--- src/rtl/rd_dest_pipe.sv ---
// rd_dest_pipe: destination-register select plus a DEPTH-stage writeback pipe
// carrying (valid, rd), with stall/flush control and RAW hazard detection for
// two source indices against every in-flight entry.
// Optional feature macro: ZERO_REG_FILTER_EN (r0 treated as hardwired zero).
module rd_dest_pipe #(
  parameter int IW     = 32,
  parameter int RW     = 5,
  parameter int DEPTH  = 3,
  parameter int F0_LSB = 18,
  parameter int F1_LSB = 13,
  parameter int F2_LSB = 4,
  parameter int F3_LSB = 8
) (
  input  logic                         clk,
  input  logic                         reset,
  input  logic [IW-1:0]                instr,
  input  logic [1:0]                   rd_orig,
  input  logic                         in_valid,
  input  logic                         wr_en_in,
  input  logic                         stall,
  input  logic                         flush,
  input  logic [RW-1:0]                rs_a,
  input  logic [RW-1:0]                rs_b,
  output logic [RW-1:0]                rd_select,
  output logic [RW-1:0]                wb_rd,
  output logic                         wb_valid,
  output logic                         hazard_a,
  output logic                         hazard_b,
  output logic [$clog2(DEPTH+1)-1:0]   pending_cnt
);

  localparam int CW = $clog2(DEPTH+1);

  logic [DEPTH-1:0] v_q, v_d;
  logic [RW-1:0]    rd_q [DEPTH];
  logic [RW-1:0]    rd_d [DEPTH];
  logic             cap_v;

  // Instruction bits outside the four rd fields are intentionally ignored.
  logic unused_instr;
  assign unused_instr = ^instr;

  // Select the rd field according to its origin code; every code is decoded.
  always_comb begin
    case (rd_orig)
      2'b00:   rd_select = instr[F0_LSB +: RW];
      2'b01:   rd_select = instr[F1_LSB +: RW];
      2'b10:   rd_select = instr[F2_LSB +: RW];
      default: rd_select = instr[F3_LSB +: RW];
    endcase
  end

`ifdef ZERO_REG_FILTER_EN
  assign cap_v = in_valid & wr_en_in & (rd_select != '0);
`else
  assign cap_v = in_valid & wr_en_in;
`endif

  // Next pipe state: flush beats stall beats advance (reset handled in the register).
  always_comb begin
    v_d  = v_q;
    rd_d = rd_q;
    if (flush) begin
      v_d = '0;
    end else if (!stall) begin
      for (int unsigned k = 1; k < DEPTH; k++) begin
        v_d[k]  = v_q[k-1];
        rd_d[k] = rd_q[k-1];
      end
      v_d[0]  = cap_v;
      rd_d[0] = rd_select;
    end
  end

  // Pipe registers with synchronous reset.
  always_ff @(posedge clk) begin
    if (reset) begin
      v_q <= '0;
      for (int unsigned k = 0; k < DEPTH; k++) rd_q[k] <= '0;
    end else begin
      v_q  <= v_d;
      rd_q <= rd_d;
    end
  end

  assign wb_rd    = rd_q[DEPTH-1];
  assign wb_valid = v_q[DEPTH-1];

  // Hazard compare of both sources against all valid in-flight entries.
  always_comb begin
    hazard_a = 1'b0;
    hazard_b = 1'b0;
    for (int unsigned k = 0; k < DEPTH; k++) begin
      if (v_q[k] && (rd_q[k] == rs_a)) hazard_a = 1'b1;
      if (v_q[k] && (rd_q[k] == rs_b)) hazard_b = 1'b1;
    end
`ifdef ZERO_REG_FILTER_EN
    if (rs_a == '0) hazard_a = 1'b0;
    if (rs_b == '0) hazard_b = 1'b0;
`endif
  end

  // Count of valid in-flight entries.
  always_comb begin
    pending_cnt = '0;
    for (int unsigned k = 0; k < DEPTH; k++) begin
      pending_cnt = pending_cnt + CW'(v_q[k]);
    end
  end

endmodule
--- config.mk ---
export PLATFORM = sky130hd
export DESIGN_NAME = rd_dest_pipe
export DESIGN_NICKNAME = d
export VERILOG_FILES = /design/src/rtl/rd_dest_pipe.sv
export SDC_FILE = /design/constraint.sdc
export NUM_CORES = 1
export LEC_CHECK = 0
export BUFFER_PORTS_ARGS = -buffer_cell sky130_fd_sc_hd__buf_4
export CELL_PAD_IN_SITES_DETAIL_PLACEMENT = 1
export CELL_PAD_IN_SITES_GLOBAL_PLACEMENT = 1
export CORE_ASPECT_RATIO = 1.5
export CORE_MARGIN = 2
export CORE_UTILIZATION = 33
export CTS_CLUSTER_DIAMETER = 40
export CTS_CLUSTER_SIZE = 30
export DETAILED_ROUTE_END_ITERATION = 16
export PLACE_DENSITY = 0.85
export SYNTH_ARGS = -nofsm -noshare
export SYNTH_HDL_FRONTEND = slang
export SYNTH_SLANG_ARGS = --single-unit
--- constraint.sdc ---
create_clock -name clk -period 1.45 [get_ports clk]
set_input_delay 0.0725 -clock clk [delete_from_list [all_inputs] [get_ports clk]]
set_output_delay 0.0725 -clock clk [all_outputs]
set_load 0.02 [all_outputs]
After elaboration in Yosys (flattened, before gate mapping)
Index checks and enable logic that the tools add are counted.

storage, ports and cells
  register bits after elaboration = 18
  input bits = 50
  output and inout bits = 15
  word-level logic and storage cells = 33

operators by class
  add/subtract/negate cells = 2
  equal/unequal tests = 8
  muxes and demuxes = 7
  bitwise gates (word level) = 3
  reduce and logical (&&, ||, !) cells = 9

operators with widths
  kind                                            count
  == test 5 bit                                   6
  one-hot mux 5 bit (3 select lines)              1
  logical AND 1 bit                               6
  two-way mux 1 bit                               6
  adder 1 x 1 -> 2 bit                            1
  adder 2 x 1 -> 2 bit                            1
  == test 2 x 1 -> 1 bit (second input constant)  1
  == test 2 bit (second input constant)           1
  logical NOT 2 bit                               1
  inverter 1 bit                                  2
  AND reduction 2 bit                             1
  OR reduction 2 bit                              1
  bitwise AND 1 bit                               1

Longest topological paths before layout
Gate-level depths: netlist of run 1.

  word-level depth = 5
  mapped depth = 6
  gate-level depth less buffers = 4

Least setup slack after synthesis of run 1
OpenSTA, ideal clock, no wires.

  kind = register to output
  start = register v_q[2]
  end = output pending_cnt[0]
  arrival = 1.069 ns
  data required time = 1.378 ns
  path slack = 0.309 ns
  cell stages (with the launch flop) = 2
  buffers on the path = 0
  cells stage by stage = dfxtp_1 -> fa_1

between the ends
  longest elaborated chain between the ends = 1

RTL lines
  element                   RTL line  RTL
  start: declaration        34        logic [DEPTH-1:0] v_q, v_d;
  start signal: assignment  81        v_q <= v_d;
  adder 2 x 1 -> 2 bit      107       pending_cnt = pending_cnt + CW'(v_q[k]);
  end: declaration          29        output logic [$clog2(DEPTH+1)-1:0] pending_cnt

No other way between the ends.

Final worst setup path of run 1
  start = register rd_q[12] (netlist name)
  end = output hazard_a

between the ends
  longest elaborated chain between the ends = 5

RTL lines
  element                          RTL line  RTL
  start: declaration               35        logic [RW-1:0] rd_q [DEPTH];
  start signal: assignment         82        rd_q <= rd_d;
  == test 5 bit                    94        if (v_q[k] && (rd_q[k] == rs_a)) hazard_a = 1'b1;
  logical AND 1 bit                94
  two-way mux 1 bit (3 in series)  94
  end: declaration                 27        output logic hazard_a,

No other way between the ends.

==> impl_summary.log, run 1 <==
[metrics] category of cells accounting for the largest share of critical-path delay: simple AND/OR/NAND/NOR gates
[metrics] peak fanout along the critical path: 2
[metrics] Final Cycle Share: 105.8%
[metrics] final worst-path setup slack: -0.08463 ns
[metrics] most frequent standard cell in the layout excluding fill and tap cells: sky130_fd_sc_hd__buf_4
[metrics] number of storage elements in the synthesis netlist: 18
[metrics] RSZ-0062 raised after global routing: true
[metrics] total length of routed wires: around 3700 µm
[metrics] maximum clock skew at final layout: between 0.0006 and 0.0007 ns
[metrics] sum of net half-perimeters after detailed placement: around 2700 µm
[metrics] number of antenna repair diodes: 0
[metrics] core region area: around 3400 µm²
[metrics] router iterations before antenna repair: 4
[metrics] sequential cell area fraction in the yosys report: a little under a third
[metrics] TritonCTS clock tree: yes
[metrics] setup total negative slack: -0.1569 ns
[metrics] class of the worst hold path: primary input to register
[metrics] CP dominant cell by count: sky130_fd_sc_hd__nand3_1
[metrics] Peak Freq: ~650 MHz
[metrics] post-route standard cell area excluding fillers: ~1700 µm²
[metrics] antenna violations before repair: 0
[metrics] Crit path required time: 1.38 ns
[metrics] num rows: 26
[metrics] transition time at the pin with the least slew margin: between 0.5 and 0.6 ns
[metrics] number of instances in the synthesized netlist: 135
[metrics] vias in the first global route: between 1000 and 1500
[metrics] fin cells: ~230
[metrics] violations in the final reports: negative setup slack
[metrics] detailed-route wire length per cell: about 17 µm
[metrics] clock period minus final worst setup slack: between 1.5 and 2 ns
[metrics] number of violations reported at the end of detailed-routing iteration 0: 24
[metrics] clock-pin slew on the worst setup and hold paths: approximately 0.070 ns
[metrics] post-synthesis average cell area: 8.731 µm²
[metrics] post-placement worst setup slack: roughly 0.065 ns
[metrics] Final Setup Violations: 2
[metrics] latest clock arrival within the worst-skew pair: 0.26 ns
[metrics] Setup CP Type: register to output pin
[metrics] number of nets in the synthesized netlist: 186
[metrics] hold_buf cts: 0
[metrics] first-pass GRT wire length: 6072 µm
[metrics] Worst setup SP type: register
[metrics] peak supply drop: 0.4793 mV
[metrics] Critical-path top delay cell: sky130_fd_sc_hd__dfxtp_4
[metrics] fraction of final layout cells sized beyond drive strength 1: between 40% and 50%
[metrics] die span in x: between 50 and 60 µm
[metrics] TritonCTS buffer count: 3
[metrics] final-layout fill cell count: just over 400
[metrics] buffers and inverters on the worst path: 1
[metrics] height of the die: around 77 µm
[metrics] depth of the CTS H-tree: 1
[metrics] ratio of total power to cell area: 723.9 nW/µm²
[metrics] largest stage delay on the critical path: roughly 0.35 ns
[metrics] DRC Markers: 0
[metrics] Vias/cell: around 5.2
[metrics] number of input and output port buffers inserted: 51
[metrics] clock root cell: sky130_fd_sc_hd__clkbuf_8
[metrics] # nets final: 235
[metrics] cell area after synthesis: 1179 µm²
[metrics] slack of the worst reg-to-reg path: 0.65 ns
[metrics] overall track demand over capacity in global routing: about a fifth
[metrics] Final Max Slew Viols: 0
[metrics] Post-DP Area: about 1500 µm²
[metrics] Area growth syn-to-layout: 45.54%
[metrics] TritonCTS sink count: 18
[metrics] synth unique cells: 20
[metrics] Rel. slew slack: 63.05%
[metrics] GPL Wtd Cong: 0.8206
[metrics] maximum root-to-sink buffer count: 2
[metrics] highest-count cells in the layout ignoring fill and taps: sky130_fd_sc_hd__buf_4, sky130_fd_sc_hd__nand2_1, sky130_fd_sc_hd__xor2_1
[metrics] # IOs: 65
[metrics] cells traversed along the worst timing path: xor2_1 > nor4_2 > nand3_1 > nand3_1 > buf_6
[metrics] standby leakage power: approximately 0.75 nW
[metrics] CP Data Arrival Time: around 1.5 ns
[metrics] number of warnings issued by yosys: 0
[metrics] Initial Utilization: around a third
[metrics] full die area: between 4000 and 5000 µm²
[metrics] endpoint kind of the worst setup timing path: output pin
[metrics] overall via count from detail_route: ~1200
[metrics] placed instance count: 216
[metrics] result of the run: complete, but fails checks
[metrics] pin count of the biggest net entering global routing: 19
[metrics] global-route congestion overflow total: 0
[metrics] maxcap violations: 0
[metrics] antenna viol nets, final: 0
[metrics] Final Hold Vio Count: 0
==> registers in the layout, indices dropped and copies added (netlist names) <==
name   cells
rd_q      10
wb_rd      5
v_q        3
==> kinds of logic after synthesis <==
kind of cell	share of synthesized area [%]
buf+inv	7.537
flops	30.57
fa+ha+maj	1.699
mux	11.25
xor+xnor	22.29
compound gates	7.112
simple gates	19.53
==> routing by layer <==
layer	track usage, %	routed length [µm]
met1	20.59	1307
met2	38.25	2109
met3	3.891	206
met4	9.744	104
met5	0	0
==> layout make-up <==
class | instances | area (µm²) | area share [%]
Clock buffer | 4 | 55.05 | 3.209
Multi-Input combinational cell | 105 | 795.8 | 46.39
Sequential cell | 18 | 384.1 | 22.39
Tap cell | 42 | 52.55 | 3.063
Timing Repair Buffer | 56 | 427.9 | 24.95
==> timing repair <==
action	4_1_cts	5_1_grt
setup endpoints to repair	2	3
pin swaps	18	4
resized for setup	20	7
buffers inserted	5	0
==> per-stage QoR <==
| stage | hold WS, ns | power (mW) | util (%) |
|---|---|---|---|
| finish | 0.02301 | 1.242 | 50.22 |
| global route | 0.02349 | 1.293 | 50.22 |
| CTS | 0.02203 | 1.242 | 49.49 |
| floorplan | 0.1518 | 0.6756 | - |
| global placement | 0.2938 | 0.7965 | 44.65 |
| detailed placement | 0.3003 | 0.8067 | 44.65 |
==> final timing paths <==
path	from	to	cells past startpoint
worst min register to register	wb_rd[3]	wb_rd[3]	2
worst max register to register	rd_q[13]	rd_q[13]	2
worst max-delay path	rd_q[12]	hazard_a	5
worst min-delay path	flush	v_q[2]	2
==> cells in the mapped netlist <==
master                      n  area share (%)
sky130_fd_sc_hd__buf_4      5             3.2
sky130_fd_sc_hd__xor2_1    24              18
sky130_fd_sc_hd__a21oi_2    1            0.74
sky130_fd_sc_hd__nor2_4     1            0.96
sky130_fd_sc_hd__xnor2_1    6             4.5
sky130_fd_sc_hd__mux4_2     5             9.6
sky130_fd_sc_hd__nand2_1   31             9.9
sky130_fd_sc_hd__nor2_1     1            0.32
sky130_fd_sc_hd__buf_6      3             2.9
sky130_fd_sc_hd__mux2i_1    2             1.7
sky130_fd_sc_hd__nor4_1     6             3.2
sky130_fd_sc_hd__or2_1      1            0.53
sky130_fd_sc_hd__dfxtp_1   18              31
sky130_fd_sc_hd__nand3_1    8             3.4
sky130_fd_sc_hd__buf_1      1            0.32
sky130_fd_sc_hd__buf_2      2            0.85
sky130_fd_sc_hd__clkbuf_1   1            0.32
sky130_fd_sc_hd__fa_1       1             1.7
sky130_fd_sc_hd__nor3_1     3             1.3
sky130_fd_sc_hd__a21oi_1   15             6.4
==> power by group <==
| group | internal, mW | switching (mW) |
|---|---|---|
| sequential | 0.502 | 0.0176 |
| clock | 0.242 | 0.181 |
| combinational | 0.154 | 0.146 |
Power figures use the tool's default switching activity.
==> inputs of run 2 (changes only) <==
ABC_AREA = 1   (was unset)
CORE_UTILIZATION = 28   (was 33)
PLACE_DENSITY = 0.77   (was 0.85)
clock period = 1.4 ns   (was 1.45 ns; I/O delays follow)
==> impl_summary.log, run 2 <==
[metrics] # nets final: 346 (+47%)
[metrics] full die area: 5929 µm² (+45%)
[metrics] detailed-route wire length per cell: 11.75 µm (-29%)
[metrics] latest clock arrival within the worst-skew pair: 0.25 ns (about the same)
[metrics] hold_buf cts: 0 (unchanged)
[metrics] die span in x: 63.54 µm (+20%)
[metrics] async set-reset flop share out of synthesis: 0% (unchanged)
[metrics] Final Cycle Share: between 90% and 100%
[metrics] num rows: 32 (+23%)
[metrics] RSZ-0062 raised after global routing: false
[metrics] maxcap violations: 0 (unchanged)
[metrics] sw power: 0.4542 mW (+32%)
[metrics] Final Max Slew Viols: 0 (unchanged)
[metrics] maximum root-to-sink buffer count: 2 (unchanged)
[metrics] vias in the first global route: 1586 (+19%)
[metrics] class of the worst hold path: primary input to register
[metrics] Initial Utilization: 29.05% (-5.5 points)
[metrics] combinational cell fraction of total power: 32.0% (+7.9 points)
[metrics] largest stage delay on the critical path: 0.53 ns (+0.18 ns)
[metrics] GPL Wtd Cong: 0.7942 (-3.2%)
[metrics] clock-pin slew on the worst setup and hold paths: 0.07 ns (about the same)
[metrics] TritonCTS buffer count: 3 (unchanged)
[metrics] number of warnings issued by yosys: 0 (unchanged)
[metrics] most frequent standard cell in the layout excluding fill and tap cells: sky130_fd_sc_hd__nand2_1
[metrics] most frequent cells after synthesis: sky130_fd_sc_hd__nand2_1, sky130_fd_sc_hd__inv_1, sky130_fd_sc_hd__nor2_1
[metrics] dominant cell type by area after synthesis: sky130_fd_sc_hd__dfxtp_1
[metrics] first-pass GRT wire length: 7024 µm (+16%)
[metrics] final cell utilization of the core: 38.16% (-12 points)
[metrics] DRC Markers: 0 (unchanged)
[metrics] register ranked first by flip-flop count: rd_q
[metrics] CP Data Arrival Time: 1.27 ns (-0.19 ns)
[metrics] clock share of power: 26.2% (-7.9 points)
[metrics] total length of routed wires: 4241 µm (+14%)
[metrics] number of synthesized flops with an enable pin: 0 (unchanged)
[metrics] maximum clock skew at final layout: 0.001145 ns (+0.0004713 ns)
[metrics] final worst-path setup slack: 0.05854 ns (+0.1432 ns)
[metrics] number of instances in the synthesized netlist: 249 (+84%)
[metrics] Vias/cell: 4.507 (-13%)
[metrics] Final Hold Vio Count: 0 (unchanged)
[metrics] Area growth syn-to-layout: 31.34%
[metrics] post-synthesis average cell area: 5.980 µm² (-32%)
[metrics] highest-count cells in the layout ignoring fill and taps: sky130_fd_sc_hd__nand2_1, sky130_fd_sc_hd__buf_4, sky130_fd_sc_hd__inv_1
[metrics] number of antenna repair diodes: 0 (unchanged)
[metrics] number of nets in the synthesized netlist: 300 (+61%)
[metrics] fraction of final layout cells sized beyond drive strength 1: 34.13% (-14 points)
[metrics] clock root cell: sky130_fd_sc_hd__clkbuf_8
[metrics] post-route standard cell area excluding fillers: 1956 µm² (+14%)
[metrics] standby leakage power: 0.9848 nW (+32%)
[metrics] pin count of the biggest net entering global routing: 31 (+12)
[metrics] cell types with the largest area share after synthesis: sky130_fd_sc_hd__dfxtp_1, sky130_fd_sc_hd__nand2_1, sky130_fd_sc_hd__inv_1, sky130_fd_sc_hd__a21oi_2, sky130_fd_sc_hd__nor2_1
[metrics] Sequential Power Share: 41.7% (about the same)
[metrics] fraction of power spent switching nets: 32.81% (+5.1 points)
[metrics] most used flip-flop cell after synthesis: sky130_fd_sc_hd__dfxtp_1
[metrics] synth unique cells: 22 (+10%)
[metrics] number of storage elements in the synthesis netlist: 18 (unchanged)
[metrics] overall via count from detail_route: 1627 (+39%)
[metrics] cells traversed along the worst timing path: fa_1 > buf_4
[metrics] transition time at the pin with the least slew margin: 0.4522 ns (-0.1021 ns)
[metrics] ratio of total power to cell area: 707.9 nW/µm² (-2.2%)
[metrics] TritonCTS clock tree: yes
[metrics] Worst setup SP type: register
[metrics] Rel. slew slack: 69.67% (+6.6 points)
[metrics] Critical-path top delay cell: sky130_fd_sc_hd__fa_1
[metrics] post-placement worst setup slack: 0.2768 ns (+0.2121 ns)
[metrics] global-route congestion overflow total: 0 (unchanged)
[metrics] total internal power: 0.9301 mW (+3.7%)
[metrics] setup total negative slack: 0 ns (+0.1569 ns)
[metrics] Final Setup Violations: 0 (-2)
[metrics] clock period minus final worst setup slack: 1.341 ns
[metrics] Post-DP Area: 1882 µm² (+23%)
[metrics] height of the die: 93.31 µm (+21%)
[metrics] Post CTS Setup Buffer Count: 0 (-5)
[metrics] most instantiated library cell after synthesis: sky130_fd_sc_hd__nand2_1
[metrics] TritonCTS sink count: 18 (unchanged)
[metrics] endpoint kind of the worst setup timing path: output pin
[metrics] cell area after synthesis: 1489 µm² (+26%)
[metrics] sequential cell area fraction in the yosys report: 24.20% (-6.4 points)
[metrics] sum of net half-perimeters after detailed placement: 3536 µm (+30%)
[metrics] peak supply drop: 0.2872 mV (-40%)
[metrics] number of input and output port buffers inserted: 51 (unchanged)
[metrics] number of violations reported at the end of detailed-routing iteration 0: 26 (+8.3%)
[metrics] peak fanout along the critical path: 5 (+3)
[metrics] Setup CP Type: register to output pin
[metrics] Largest register FFs: 10 (unchanged)
[metrics] core region area: 5125 µm² (+50%)
[metrics] # IOs: 65 (unchanged)
[metrics] antenna violations before repair: 0 (unchanged)
[metrics] Crit path required time: 1.33 ns (-0.05 ns)
[metrics] result of the run: finished clean
[metrics] router iterations before antenna repair: 4 (unchanged)
[metrics] antenna viol nets, final: 0 (unchanged)
[metrics] Peak Freq: about 750 MHz
[metrics] overall track demand over capacity in global routing: 14.71% (-5.9 points)
[metrics] depth of the CTS H-tree: 1 (unchanged)
[metrics] area share of the largest cell type after synthesis: 24.20% (-6.4 points)
## run 2: cell type report
| type | count | area [µm²] |
|---|---|---|
| tap | 68 | 85.08 |
| sequential | 18 | 379.1 |
| inverter | 34 | 127.6 |
| timing repair buffer | 52 | 406.6 |
| fill | 727 | 3169 |
| clock buffer | 3 | 41.29 |
| multi-input combinational | 186 | 915.9 |
## run 2: worst max-delay path, delay by kind of cell (launching register included)
| family | cells | cell delay, ns |
|---|---|---|
| buf+inv | 1 | 0.13 |
| fa+ha+maj | 1 | 0.53 |
| flops | 1 | 0.36 |
## run 2: metal layers
layer	up-vias	share of wire, %	global-route usage, %
li1	857	-	-
met1	735	40	15.94
met2	33	56	29.12
met3	2	2.7	1.685
met4	0	1.0	4.348
met5	-	0	0
## run 2: repair_timing
item / CTS / global route
gates resized for setup: 1 / 19
setup endpoints to repair: 1 / 3
pin swaps: 0 / 1
## run 2: final timing paths
path,from,endpoint,slack (ns),depth (start not counted)
max,v_q[2],pending_cnt[0],0.06,2
min,wr_en_in,v_q[0],0.06,3
max reg2reg,wb_rd[0],wb_rd[0],0.69,2
min reg2reg,v_q[1],v_q[2],0.50,2
## run 2: cell families after synthesis
family	Yosys count	share of synthesized area, %
flops	18	24.20
buf+inv	45	14.96
compound gates	42	16.89
simple gates	143	42.61
fa+ha+maj	1	1.345
## run 2: power groups by stage
stage                     registers (mW)  clock network [mW]  logic, mW
final                              0.578               0.363      0.443
after global routing               0.583               0.396      0.496
after CTS                          0.573               0.385      0.449
after detailed placement           0.584                   0      0.448
after global placement             0.584                   0      0.440
after floorplan                    0.575                   0      0.283
## run 2: stage by stage
stage               power, mW  cells  hold WS (ns)
finish                  1.384    361       0.05882
global route            1.475    361       0.08801
CTS                     1.408    361       0.05992
detailed placement      1.032    358        0.3231
global placement        1.023    358        0.3178
floorplan              0.8581    249        0.2017
==> inputs of run 3 (changes only) <==
CORE_UTILIZATION = 31   (was 28)
PLACE_DENSITY = 0.81   (was 0.77)
clock period = 1.3 ns   (was 1.4 ns; I/O delays follow)
==> impl_summary.log, run 3 (same netlist as run 2, synthesis figures left out) <==
[metrics] result of the run: complete, but fails checks
[metrics] violations in the final reports: negative setup slack
[metrics] Largest register FFs: 10 (unchanged)
[metrics] clock root cell: sky130_fd_sc_hd__clkbuf_8
[metrics] latest clock arrival within the worst-skew pair: 0.27 ns (+0.02 ns)
[metrics] sum of net half-perimeters after detailed placement: 3544 µm (+0.22%)
[metrics] Critical-path top delay cell: sky130_fd_sc_hd__fa_1
[metrics] Rel. slew slack: 85.56% (+16 points)
[metrics] depth of the CTS H-tree: 1 (unchanged)
[metrics] maximum clock skew at final layout: 0.007430 ns (+0.006285 ns)
[metrics] maximum root-to-sink buffer count: 2 (unchanged)
[metrics] Final Cycle Share: 103.7%
[metrics] slack of the worst reg-to-reg path: 0.54 ns (-0.15 ns)
[metrics] maxcap violations: 0 (unchanged)
[metrics] reg2reg start: wb_rd[2]
[metrics] antenna violations before repair: 0 (unchanged)
[metrics] hold_buf cts: 0 (unchanged)
[metrics] number of antenna repair diodes: 0 (unchanged)
[metrics] router iterations before antenna repair: 4 (unchanged)
[metrics] pin count of the biggest net entering global routing: 31 (unchanged)
[metrics] register ranked first by flip-flop count: rd_q
[metrics] number of violations reported at the end of detailed-routing iteration 0: 30 (+15%)
[metrics] number of input and output port buffers inserted: 51 (unchanged)
[metrics] height of the die: 88.88 µm (-4.7%)
[metrics] worst hold start: wr_en_in
[metrics] clock-pin slew on the worst setup and hold paths: 0.08 ns (about the same)
[metrics] overall via count from detail_route: 1697 (+4.3%)
[metrics] logic depth of the worst register-to-register path: 3 (+1)
[metrics] total power: 1.637 mW (+18%)
[metrics] Worst setup SP type: register
[metrics] hold worst-path end: v_q[0]
[metrics] Final Setup Violations: 1 (+1)
[metrics] fraction of final layout cells sized beyond drive strength 1: 48.48% (+14 points)
[metrics] GPL Wtd Cong: 0.8012 (+0.88%)
[metrics] CP Data Arrival Time: 1.28 ns (about the same)
[metrics] class of the worst hold path: primary input to register
[metrics] DRC Markers: 0 (unchanged)
[metrics] placed instance count: 355 (-0.84%)
[metrics] core region area: 4579 µm² (-11%)
[metrics] Initial Utilization: 32.51% (+3.5 points)
[metrics] Final Hold Vio Count: 0 (unchanged)
[metrics] global-route congestion overflow total: 0 (unchanged)
[metrics] fin cells: 361 (unchanged)
[metrics] final worst-path setup slack: -0.04815 ns (-0.1067 ns)
[metrics] TritonCTS buffer count: 3 (unchanged)
[metrics] final cell utilization of the core: 46.17% (+8.0 points)
[metrics] transition time at the pin with the least slew margin: 0.2144 ns (-0.2378 ns)
[metrics] # IOs: 65 (unchanged)
[metrics] depth of the worst hold-timing path: 3 (unchanged)
[metrics] standby leakage power: 1.022 nW (+3.8%)
[metrics] # nets final: 349 (+0.87%)
[metrics] TritonCTS sink count: 18 (unchanged)
[metrics] vias in the first global route: 1661 (+4.7%)
[metrics] antenna viol nets, final: 0 (unchanged)
[metrics] minimum hold slack: 0.03657 ns (-0.02225 ns)
[metrics] num rows: 30 (-6.3%)
[metrics] most frequent standard cell in the layout excluding fill and tap cells: sky130_fd_sc_hd__nand2_1
[metrics] ratio of total power to cell area: 774.0 nW/µm² (+9.3%)
[metrics] die span in x: 60.59 µm (-4.7%)
[metrics] total length of routed wires: 4564 µm (+7.6%)
[metrics] final-layout fill cell count: 638 (-12%)
[metrics] Setup CP Type: register to output pin
[metrics] Peak Freq: between 700 and 800 MHz
[metrics] highest-count cells in the layout ignoring fill and taps: sky130_fd_sc_hd__nand2_1, sky130_fd_sc_hd__buf_4, sky130_fd_sc_hd__inv_1
[metrics] clock period minus final worst setup slack: roughly 1.3 ns
[metrics] peak supply drop: 0.2952 mV (+2.8%)
[metrics] Area growth syn-to-layout: 42.02%
[metrics] full die area: 5385 µm² (-9.2%)
[metrics] first-pass GRT wire length: 7203 µm (+2.5%)
[metrics] largest stage delay on the critical path: 0.55 ns (+0.02 ns)
[metrics] TritonCTS clock tree: yes
[metrics] RSZ-0062 raised after global routing: true
[metrics] Final Max Slew Viols: 0 (unchanged)
[metrics] detailed-route wire length per cell: 12.64 µm (+7.6%)
[metrics] Vias/cell: 4.701 (+4.3%)
[metrics] terminus of the critical flop-to-flop path: wb_rd[2]
[metrics] Crit path required time: 1.24 ns (-0.09 ns)
[metrics] cells traversed along the worst timing path: fa_1 > buf_6
[metrics] overall track demand over capacity in global routing: 17.68% (+3.0 points)
[metrics] endpoint kind of the worst setup timing path: output pin
[metrics] peak fanout along the critical path: 2 (-3)
## run 3: final cells by class
type | instances | area (µm²) | share of cell area, %
flip-flops and latches | 18 | 399.1 | 18.88
inverters | 34 | 137.6 | 6.509
clock buffers | 4 | 55.05 | 2.604
multi-input cells | 186 | 1006 | 47.57
well taps | 64 | 80.08 | 3.787
repair buffers | 55 | 436.7 | 20.65
## run 3: report_power, final
group	internal, mW	total [mW]	switching (mW)
Clock	0.270	0.483	0.213
Sequential	0.581	0.622	0.0407
Combinational	0.229	0.531	0.302
Total	1.08	1.64	0.556
## run 3: metal layers
metal  GRT usage [%]  wire, µm
met4           6.917        79
met3           2.485       146
met2           32.94      2557
met1           19.40      1781
met5               0         0
## run 3: worst max-delay path, delay by kind of cell, from the launching register on
family                   cells  cell delay [ns]
flip-flops                   1             0.35
adder cells (fa/ha/maj)      1             0.55
buffers and inverters        1             0.12
## run 3: worst max-delay path by stage
stage                      start              to  slack [ns]
after floorplan           v_q[2]  pending_cnt[0]        0.17
after global placement    v_q[2]  pending_cnt[0]        0.20
after detailed placement  v_q[0]  pending_cnt[0]        0.20
after CTS                 v_q[2]  pending_cnt[0]       -0.05
after global routing      v_q[2]  pending_cnt[0]       -0.07
final                     v_q[2]  pending_cnt[0]       -0.05
## run 3: repair_timing
action                                  in CTS  in global routing
pin swaps                                    5                 18
setup buffers                                1                  1
hold endpoints to repair                     0                  0
gates resized for setup                     28                 48
endpoints found under the setup margin       4                  3
## run 3: per-stage QoR
step	setup TNS (ns)	worst slack, ns	instance area [µm²]
floorplan	0	0.1663	1489
detailed placement	0	0.2018	1884
global placement	0	0.2014	1884
finish	-0.04815	-0.04815	2115
CTS	-0.09705	-0.05106	2001
global route	-0.1911	-0.06847	2115
